File: config.mk
export PLATFORM = sky130hd
export DESIGN_NAME = irst_scan_ctrl
export DESIGN_NICKNAME = d
export VERILOG_FILES = /design/src/rtl/irst_scan_ctrl.sv
export SDC_FILE = /design/constraint.sdc
export NUM_CORES = 1
export LEC_CHECK = 0
export ABC_AREA = 1
export BUFFER_PORTS_ARGS = -buffer_cell sky130_fd_sc_hd__buf_2
export CORE_ASPECT_RATIO = 0.6
export CORE_MARGIN = 2
export CORE_UTILIZATION = 52
export DETAILED_ROUTE_END_ITERATION = 6
export GPL_ROUTABILITY_DRIVEN = 0
export MAX_ROUTING_LAYER = met4
export PLACE_DENSITY = 0.79
export RECOVER_POWER = 25
export REMOVE_ABC_BUFFERS = 1
export SETUP_SLACK_MARGIN = 0.3
export SYNTH_ARGS = -nofsm -noshare
export SYNTH_HDL_FRONTEND = slang
export SYNTH_SLANG_ARGS = --single-unit
File: constraint.sdc
create_clock -name clk -period 1.9 [get_ports clk]
set_input_delay 0.095 -clock clk [delete_from_list [all_inputs] [get_ports clk]]
set_output_delay 0.095 -clock clk [all_outputs]
set_load 0.1 [all_outputs]
File: src/rtl/irst_scan_ctrl.sv
// rtl/irst_scan_ctrl.sv - post-run register-file scan controller with MISR signature
module irst_scan_ctrl #(
    parameter int          NUM_REGS = 8,
    parameter logic [31:0] POLY     = 32'h04C11DB7,
    parameter logic [31:0] SEED     = 32'hFFFFFFFF,
    parameter int          TIMEOUT  = 16
) (
    input  logic        clk,
    input  logic        rst,
    input  logic        start,
    output logic        halt_req,
    input  logic        halt_ack,
    output logic [2:0]  rf_rd_addr,
    input  logic [15:0] rf_rd_data,
    output logic [15:0] irst_reg_data,
    output logic        irst_valid,
    output logic [2:0]  irst_addr,
    output logic [31:0] signature,
    output logic        busy,
    output logic        irst_done,
    output logic        timeout_err
);

    localparam logic [1:0] S_IDLE = 2'd0;
    localparam logic [1:0] S_HALT = 2'd1;
    localparam logic [1:0] S_SCAN = 2'd2;
    localparam logic [1:0] S_DONE = 2'd3;

    localparam logic [2:0] LAST_IDX = 3'(NUM_REGS - 1);
    localparam logic [7:0] LAST_CNT = 8'(TIMEOUT - 1);

    logic [1:0]  state_q, state_d;
    logic [7:0]  cnt_q, cnt_d;
    logic [2:0]  idx_q, idx_d;
    logic        halt_req_q, halt_req_d;
    logic        busy_q, busy_d;
    logic        irst_done_q, irst_done_d;
    logic        timeout_err_q, timeout_err_d;
    logic        irst_valid_q, irst_valid_d;
    logic [15:0] irst_reg_data_q, irst_reg_data_d;
    logic [2:0]  irst_addr_q, irst_addr_d;
    logic [31:0] signature_q, signature_d;
    logic [31:0] misr_next;

    assign misr_next = {signature_q[30:0], 1'b0}
                     ^ (signature_q[31] ? POLY : 32'h0)
                     ^ {16'h0, rf_rd_data};

    always_comb begin
        state_d         = state_q;
        cnt_d           = cnt_q;
        idx_d           = idx_q;
        halt_req_d      = halt_req_q;
        busy_d          = busy_q;
        irst_done_d     = irst_done_q;
        timeout_err_d   = timeout_err_q;
        irst_valid_d    = 1'b0;
        irst_reg_data_d = irst_reg_data_q;
        irst_addr_d     = irst_addr_q;
        signature_d     = signature_q;
        case (state_q)
            S_IDLE, S_DONE: begin
                // DONE re-arms exactly like IDLE so back-to-back scans need no reset
                if (start) begin
                    state_d       = S_HALT;
                    halt_req_d    = 1'b1;
                    busy_d        = 1'b1;
                    signature_d   = SEED;
                    irst_done_d   = 1'b0;
                    timeout_err_d = 1'b0;
                    cnt_d         = 8'd0;
                end
            end
            S_HALT: begin
                if (halt_ack) begin
                    state_d = S_SCAN;
                    idx_d   = 3'd0;
                end else if (cnt_q == LAST_CNT) begin
                    state_d       = S_DONE;
                    timeout_err_d = 1'b1;
                    halt_req_d    = 1'b0;
                    busy_d        = 1'b0;
                end else begin
                    cnt_d = cnt_q + 8'd1;
                end
            end
            S_SCAN: begin
                irst_reg_data_d = rf_rd_data;
                irst_addr_d     = idx_q;
                irst_valid_d    = 1'b1;
                signature_d     = misr_next;
                if (idx_q == LAST_IDX) begin
                    state_d     = S_DONE;
                    halt_req_d  = 1'b0;
                    busy_d      = 1'b0;
                    irst_done_d = 1'b1;
                end else begin
                    idx_d = idx_q + 3'd1;
                end
            end
            default: state_d = S_IDLE;
        endcase
    end

    always_ff @(posedge clk) begin
        if (rst) begin
            state_q         <= S_IDLE;
            cnt_q           <= 8'd0;
            idx_q           <= 3'd0;
            halt_req_q      <= 1'b0;
            busy_q          <= 1'b0;
            irst_done_q     <= 1'b0;
            timeout_err_q   <= 1'b0;
            irst_valid_q    <= 1'b0;
            irst_reg_data_q <= 16'h0;
            irst_addr_q     <= 3'd0;
            signature_q     <= 32'h0;
        end else begin
            state_q         <= state_d;
            cnt_q           <= cnt_d;
            idx_q           <= idx_d;
            halt_req_q      <= halt_req_d;
            busy_q          <= busy_d;
            irst_done_q     <= irst_done_d;
            timeout_err_q   <= timeout_err_d;
            irst_valid_q    <= irst_valid_d;
            irst_reg_data_q <= irst_reg_data_d;
            irst_addr_q     <= irst_addr_d;
            signature_q     <= signature_d;
        end
    end

    assign rf_rd_addr    = (state_q == S_SCAN) ? idx_q : 3'd0;
    assign halt_req      = halt_req_q;
    assign busy          = busy_q;
    assign irst_done     = irst_done_q;
    assign timeout_err   = timeout_err_q;
    assign irst_valid    = irst_valid_q;
    assign irst_reg_data = irst_reg_data_q;
    assign irst_addr     = irst_addr_q;
    assign signature     = signature_q;

endmodule

==> results.json <==
{
  "required_ns": 2.18,
  "finalNetCount": 509,
  "cts_htree_levels": 3,
  "syn_area_um2": 3040,
  "finalSetupViolations": 0,
  "clk_latency_ns": 0.34,
  "syn_inst": 385,
  "grt_max_degree": 39,
  "die-area_um2": 6500,
  "dr.pass1.iters": 5,
  "worst_slew_pin_slew_ns": 1.17,
  "grt_pass1_vias": 2714,
  "synth_cell_types": 31,
  "ys_ff_latch": 68,
  "ioPinCount": 79,
  "finClkSkew_ns": 0.00918,
  "crit_chain": "inv_2 -> ha_4 -> nand2_2 -> o21ai_2 -> nor2_4 -> buf_4 -> nand3b_1 -> nand2_1 -> inv_1 -> nor2_1",
  "path_class": "flip-flop to flip-flop",
  "clock_path_buffers": 2,
  "cts_root_buf": "clkbuf_8",
  "port_buffers": 78,
  "seqCellArea_um2": 1370,
  "slew_headroom_pct": 22.2,
  "grt_pass1_wl_mm": 12.8,
  "cap_violations": 0,
  "yosys_warnings": 0,
  "n_antenna_cell": 0,
  "layout_common_cells": "65 x dfxtp_1, 49 x nand2_1, 47 x nor2_1",
  "area_delta_synth_final_pct": 34.8,
  "syn_avg_cell_area_um2": 7.90,
  "slowest_stage": "dfxtp_1",
  "rsz0062_at_grt": "yes",
  "start_util_pct": 54.3,
  "viasPerCell": 5.52,
  "grt_util_all_layers_pct": 26.1,
  "hold_viol": 0,
  "multi_input_area_um2": 1560,
  "drive_gt1_share_pct": 29.9,
  "final_common_cell": "dfxtp_1",
  "nFillCells": 415,
  "ys_seq_area_share_pct": 44.8,
  "wire_per_inst_um": 15.6,
  "cts_tree": "yes",
  "path_clk_slew_ns": 0.07,
  "synthArstFlopShare_pct": 0,
  "overflow": 0,
  "cp_slowest_stage_delay_ns": 0.38,
  "crit_family": "simple AND/OR/NAND/NOR gates",
  "critPathCaptureType": "flip-flop",
  "fmax_ghz": 0.580,
  "min_path_type": "input port to flip-flop",
  "crit_fanout": 6,
  "die_h_um": 63.2,
  "final_max_slew_viol_count": 0,
  "synth_edf_count": 0,
  "pre_cts_slack_ns": 0.120,
  "post-route-min-period_ns": 1.72,
  "critPathLaunchType": "flip-flop",
  "wirelength_mm": 8.90,
  "fp.dieW_um": 103,
  "layout_setup_ws_ns": 0.176,
  "synthFlopType": "dfxtp_1",
  "cts.sinks": 68,
  "period_share_pct": 90.7,
  "crit_buf_inv": 3,
  "ant_nets": 0,
  "drtIter0Drc": 281,
  "num_rows": 21,
  "route.detailed.drc": 0,
  "core_um2": 5600,
  "cp.arrival_ns": 2.00,
  "vias": 3139,
  "antenna_found_initial": 0,
  "hpwl_mm": 5.16,
  "status": "complete, no violations",
  "numCtsBuffers": 9
}
## synth_stat cells, types with 2 or more instances
cell type	count	area, um2
ha_1	5	62.6
o21ai_0	35	175
nand2_2	2	12.5
inv_1	47	176
o21ai_1	2	10.0
xnor2_1	20	175
buf_2	3	15.0
nand2_1	51	191
o21bai_1	8	60.1
a221oi_1	16	140
nand3b_1	4	30.0
a21oi_1	25	125
nor2_1	50	188
xor2_1	2	17.5
nand3_1	16	80.1
clkbuf_1	9	33.8
buf_6	3	33.8
o21ai_2	2	17.5
buf_4	4	30.0
nor2_4	2	22.5
nand4_1	2	12.5
dfxtp_1	68	1360
## registers in the layout, indices dropped and copies added, names as in the netlist, 2 cells and up
signal         flops
signature         32
irst_reg_data     16
cnt_q              8
idx_q              3
irst_addr          3
state_q            2
## tightest hold or removal path, stage by stage
cell and delay (ns):
buf_2 0.10, nor2_1 0.04, nor2_1 0.08
## layout make-up
cell class              instances  share of cell area, %
clock buffers                  12                   3.54
multi-input cells             252                   38.0
clock inverters                 4                   1.77
well taps                      80                   2.44
flip-flops and latches         68                   33.3
inverters                      49                   4.73
repair buffers                104                   16.2
## stage by stage
stage / instance area [um2] / TNS (ns) / util, % / hold slack [ns] / instances
2_1_floorplan: 2930 / -4.20 / - / 0.164 / 366
3_3_place_gp: 3520 / 0 / 62.8 / 0.347 / 531
3_5_place_dp: 3520 / 0 / 62.8 / 0.358 / 531
4_1_cts: 3850 / 0 / 68.9 / 0.00103 / 554
5_1_grt: 4100 / 0 / 73.3 / 0.0145 / 569
6_report: 4100 / 0 / 73.3 / 0.00920 / 569
## timing repair
action                     CTS  global route
resized for setup           10            33
setup buffers                4            11
pin swaps                    2             7
gates cloned                 1             3
hold endpoints to repair     2             1
hold buffers                 2             1
setup endpoints to repair   42            44
## path summary, 6_finish.rpt
path                  startpoint                 to  slack (ns)  depth (start not counted)
setup / recovery      state_q[0]           cnt_q[3]        0.18                         10
hold / removal    rf_rd_data[11]  irst_reg_data[11]       0.009                          3
setup reg to reg      state_q[0]           cnt_q[3]        0.18                         10
hold reg to reg     irst_addr[1]       irst_addr[1]        0.46                          2
## routing by layer
metal  vias to the layer above  routed length, um  share of wire (%)  GRT usage (%)
met1                      1453               3820                 43           34.4
met3                        26                941                 11           8.88
met5                         -                  0                  0              -
met2                       192               3960                 44           38.2
li1                       1468                  -                  -              -
met4                         0                176                2.0           7.73
## cells by family (layout without fill, tap and decap cells)
| family | count (synthesis) | after routing | share of synthesized area, % |
|---|---|---|---|
| simple gates | 132 | 135 | 19.2 |
| compound gates | 90 | 90 | 17.9 |
| flops | 68 | 68 | 44.8 |
| buf+inv | 68 | 169 | 9.83 |
| xor+xnor | 22 | 22 | 6.34 |
| fa+ha+maj | 5 | 5 | 2.06 |
Power is not shown: default switching activity piles up to over one toggle a cycle in this logic, so the estimate is an artifact.
